File: config.mk
export PLATFORM = sky130hd
export DESIGN_NAME = gsram_arbiter
export DESIGN_NICKNAME = d
export VERILOG_FILES = /design/src/rtl/gsram_arbiter.sv
export SDC_FILE = /design/constraint.sdc
export NUM_CORES = 1
export LEC_CHECK = 0
export ABC_AREA = 1
export CAP_MARGIN = 0
export CORE_ASPECT_RATIO = 0.6
export CORE_MARGIN = 2
export CORE_UTILIZATION = 40
export DETAILED_ROUTE_END_ITERATION = 12
export GPL_TIMING_DRIVEN = 0
export PLACE_DENSITY_LB_ADDON = 0.3
export SLEW_MARGIN = 10
export SYNTH_ARGS = -nofsm -noshare
export SYNTH_HDL_FRONTEND = slang
export SYNTH_SLANG_ARGS = --single-unit
File: constraint.sdc
create_clock -name clk -period 1.6 [get_ports clk]
set_input_delay 0.32 -clock clk [delete_from_list [all_inputs] [get_ports clk]]
set_output_delay 0.32 -clock clk [all_outputs]
set_load 0.02 [all_outputs]
File: src/rtl/gsram_arbiter.sv
// Round-robin arbiter sharing the single-port GSRAM between the accumulate (acc) and activation (lut) paths.
// Read-modify-write transactions are held as an atomic READ+WRITE pair.
module gsram_arbiter #(
  parameter int ROWS      = 10,
  parameter int COLS      = 10,
  parameter int ADDR_W    = 4,
  parameter int PRIO_INIT = 0
) (
  input  logic              clk,
  input  logic              reset,
  input  logic              hold,
  input  logic              acc_req,
  input  logic [ADDR_W-1:0] acc_row,
  input  logic [ADDR_W-1:0] acc_col,
  input  logic              acc_rmw,
  output logic              acc_gnt,
  output logic              acc_done,
  input  logic              lut_req,
  input  logic [ADDR_W-1:0] lut_row,
  input  logic [ADDR_W-1:0] lut_col,
  input  logic              lut_rmw,
  output logic              lut_gnt,
  output logic              lut_done,
  output logic [ADDR_W-1:0] GSRAM_addr_row,
  output logic [ADDR_W-1:0] GSRAM_addr_col,
  output logic              GSRAM_out,
  output logic              GSRAM_out_mux,
  output logic              GSRAM_in,
  output logic              GSRAM_in_mux,
  output logic              addr_err,
  output logic [1:0]        dbg_state
);

  localparam logic [1:0] S_IDLE  = 2'd0;
  localparam logic [1:0] S_READ  = 2'd1;
  localparam logic [1:0] S_WRITE = 2'd2;

  localparam logic [ADDR_W:0] ROWS_L = (ADDR_W+1)'(ROWS);
  localparam logic [ADDR_W:0] COLS_L = (ADDR_W+1)'(COLS);
  localparam logic            LAST_INIT = (PRIO_INIT == 0);

  logic [1:0]        state_q, state_d;
  logic              owner_q, owner_d;
  logic [ADDR_W-1:0] row_q, row_d;
  logic [ADDR_W-1:0] col_q, col_d;
  logic              rmw_q, rmw_d;
  logic              bad_q, bad_d;
  logic              last_owner_q, last_owner_d;

  logic window, any_req, pick, accept;
  logic rd_cyc, wr_cyc, done;
  logic [ADDR_W-1:0] sel_row, sel_col;

  // Handshake: <x>_req is valid, <x>_gnt is a combinational ready; a transaction is
  // accepted on the rising edge where req and gnt are both high. Requests must stay
  // stable until accepted; a request dropped before its grant leaves no trace.
  always_comb begin
    window  = reset && !hold &&
              ((state_q == S_IDLE) || (state_q == S_WRITE) ||
               ((state_q == S_READ) && (!rmw_q || bad_q)));
    any_req = acc_req || lut_req;
    // pick=1 selects lut; on a tie the requester that did not win last time goes first
    pick    = (acc_req && lut_req) ? ~last_owner_q : lut_req;
    accept  = window && any_req;
    acc_gnt = accept && !pick;
    lut_gnt = accept && pick;
    sel_row = pick ? lut_row : acc_row;
    sel_col = pick ? lut_col : acc_col;
  end

  always_comb begin
    state_d      = state_q;
    owner_d      = owner_q;
    row_d        = row_q;
    col_d        = col_q;
    rmw_d        = rmw_q;
    bad_d        = bad_q;
    last_owner_d = last_owner_q;
    if (accept) begin
      state_d      = S_READ;
      owner_d      = pick;
      row_d        = sel_row;
      col_d        = sel_col;
      rmw_d        = pick ? lut_rmw : acc_rmw;
      bad_d        = ({1'b0, sel_row} >= ROWS_L) || ({1'b0, sel_col} >= COLS_L);
      last_owner_d = pick;
    end else begin
      case (state_q)
        S_READ:  state_d = (rmw_q && !bad_q) ? S_WRITE : S_IDLE;
        default: state_d = S_IDLE;
      endcase
    end
  end

  always_ff @(posedge clk or negedge reset) begin
    if (!reset) begin
      state_q      <= S_IDLE;
      owner_q      <= 1'b0;
      row_q        <= '0;
      col_q        <= '0;
      rmw_q        <= 1'b0;
      bad_q        <= 1'b0;
      last_owner_q <= LAST_INIT;
    end else begin
      state_q      <= state_d;
      owner_q      <= owner_d;
      row_q        <= row_d;
      col_q        <= col_d;
      rmw_q        <= rmw_d;
      bad_q        <= bad_d;
      last_owner_q <= last_owner_d;
    end
  end

  // Out-of-range reads keep the GSRAM fully quiet and only flag addr_err.
  always_comb begin
    rd_cyc         = (state_q == S_READ) && !bad_q;
    wr_cyc         = (state_q == S_WRITE);
    done           = (rd_cyc && !rmw_q) || wr_cyc;
    GSRAM_addr_row = (rd_cyc || wr_cyc) ? row_q : '0;
    GSRAM_addr_col = (rd_cyc || wr_cyc) ? col_q : '0;
    GSRAM_out      = rd_cyc;
    GSRAM_out_mux  = rd_cyc && owner_q;
    GSRAM_in       = wr_cyc;
    GSRAM_in_mux   = wr_cyc && owner_q;
    acc_done       = done && !owner_q;
    lut_done       = done && owner_q;
    addr_err       = (state_q == S_READ) && bad_q;
    dbg_state      = state_q;
  end

endmodule
==> flow_metrics.tcl <==
set metrics [dict create \
    outcome "complete, but fails checks" \
    violations "setup timing" \
    skew_ps 1.90 \
    tns_ps -909 \
    layout_common_cells "nand2_1, clkdlybuf4s50_1, inv_1, buf_4" \
    clkSlewWorstSetupHoldPaths_ps 60 \
    synth.avg_cell_area_sq_um 7.11 \
    fmax_ghz 0.587 \
    diodes 0 \
    numClockSinks 14 \
    rsz0062_at_grt "yes" \
    grt_max_degree 14 \
    port_buffers 41 \
    cp.arrival_ps 1380 \
    worst_slack_ps -103 \
    die_w_um 64.8 \
    drive_above_1_share_pct 40.3 \
    r2r_setup_slack_ps 130 \
    start_kind "flop" \
    finalSetupViolations 13 \
    grt_antenna_before_repair 0 \
    nFillCells 161 \
    critical_path_class "reg -> out" \
    critPathRequiredTime_ps 1280 \
    ant_nets 0 \
    cts-root-buf "clkbuf_8" \
    startpoint "dbg_state[1]" \
    wl_met1_um 1190 \
    syn_nets 148 \
    synth_warnings 0 \
    drc_errors 0 \
    place.gp.congestion 0.770 \
    top_layer "met4" \
    slew_headroom_pct 59.2 \
    grt_pass1_wl_um 4170 \
    dp_hpwl_um 1810 \
    r2r_start "last_owner_q" \
    rows 13 \
    r2r_cells 10 \
    crit_path_end_kind "primary output" \
    place_ws_ps -1330 \
    final_common_cell "nand2_1" \
    hp-class "in -> async" \
    grt_overflow 0 \
    grtUsageTotal_pct 22.4 \
    initial_core_util_pct 41.7 \
    die_height_um 40.5 \
    wl_met3_um 182 \
    reg2reg_to "bad_q" \
    synth_area_sq_um 888 \
    clock_path_buffers 2 \
    htreeDepth 1 \
    p_leak_nw 0.780 \
    dr.pass1.iters 4 \
    wl_met2_um 1460 \
    timing.hold.ws_ps 26.6 \
    num_vias 1019 \
    hold_viol 0 \
    grt_pass1_vias 915 \
    fin_crit_ps 1700 \
    viasPerCell 4.83 \
    crit_path_max_fanout 8 \
    synthCells 125 \
    seq_area_frac_synth_pct 39.6 \
    area_growth_pct 77.7 \
    synth.distinct_cells 18 \
    layout.nets 205 \
    dieArea_sq_mm 0.00263 \
    io-pin-count 42 \
    clkLatencyLatePin_ps 250 \
    synth_seq_cells 14 \
    cts_tree "yes" \
    finalCritPeriodShare_pct 106 \
    core_sq_mm 0.00213 \
    instances_no_fill 211 \
    numCtsBuffers 3 \
    maxCapViolCount 0 \
    fin_util_pct 74.1 \
    place_inst 196 \
    power_density_mw_per_mm2 809 \
    first_iter_violations 65 \
    report.final.slew_viol_count 0 \
    peakVddDrop_mv 0.462 \
    totalWireLength_um 2870 \
    routedWlPerCell_um 13.6 \
    worstMarginPinSlew_ps 610 \
]
sequential cells by signal, summed over array words and instances, names as in the netlist:
register	count
last_owner_q	1
col_q	4
dbg_state	2
bad_q	1
row_q	4
owner_q	1
rmw_q	1
critical path, cell delays in order (launching register included):
cell,delay [ps]
dfrtp_1,380
inv_2,100
nand2_4,70
nor2_4,120
inv_2,80
nand2_4,80
inv_8,70
nor2_4,100
buf_6,120
cell families after synthesis:
group                  share of synthesized area, %
flip-flops                                     39.6
buffers and inverters                          14.2
AND/OR/NAND/NOR                                36.9
AO/OA/AOI/OAI                                  9.29
final cells by class:
| type | count | area [sq um] | share of cell area (%) |
|---|---|---|---|
| multi-input cells | 85 | 519 | 32.9 |
| inverters | 22 | 92.6 | 5.86 |
| clock buffers | 4 | 45.0 | 2.85 |
| flip-flops and latches | 14 | 354 | 22.4 |
| plain buffers | 4 | 48.8 | 3.09 |
| well taps | 30 | 37.5 | 2.38 |
| repair buffers | 52 | 482 | 30.5 |
what timing repair did:
| action | CTS | global route |
|---|---|---|
| pin swaps | 5 | 1 |
| setup endpoints to repair | 31 | 16 |
| hold buffers | 1 | 0 |
| gates resized for setup | 113 | 12 |
| endpoints found under the hold margin | 13 | 0 |
| buffers inserted | 7 | 3 |
through the flow:
step                      area [sq um]  power (mW)
after global placement            1370       0.869
after global routing              1580        1.34
final                             1580        1.28
after detailed placement          1370       0.885
after floorplan                    923       0.716
after CTS                         1550        1.25
per-layer routing:
layer / vias up / GRT usage [%]
met5: - / 0
met4: 0 / 4.26
met3: 8 / 5.90
met2: 37 / 40.5
met1: 486 / 28.1
li1: 488 / -
worst max-delay path by stage:
stage	slack, ps	cells after the start	to
floorplan	-5	7	GSRAM_addr_col[0]
global route	-150	8	GSRAM_addr_col[0]
finish	-100	8	GSRAM_addr_col[0]
global placement	-1310	7	lut_gnt
CTS	-60	6	lut_gnt
detailed placement	-1330	7	lut_gnt
power by group:
group	internal (mW)	switching, mW	total (mW)
Clock	0.177	0.130	0.307
Sequential	0.424	0.0416	0.466
Combinational	0.216	0.288	0.504
synth_stat cells:
cell type,number,area [sq um]
nand3b_1,3,22.5
o21ai_1,5,25.0
inv_1,21,78.8
dfstp_2,1,26.3
nor3_4,1,16.3
nand3_1,6,30.0
nand2_2,6,37.5
buf_8,1,15.0
nor2_1,20,75.1
a21oi_2,2,17.5
inv_4,1,6.26
nand2_1,36,135
o21ai_2,4,35.0
buf_4,2,15.0
nand2_4,1,11.3
a21oi_1,1,5.00
buf_6,1,11.3
dfrtp_1,13,325
No activity file was read; power rests on OpenSTA's default activity.
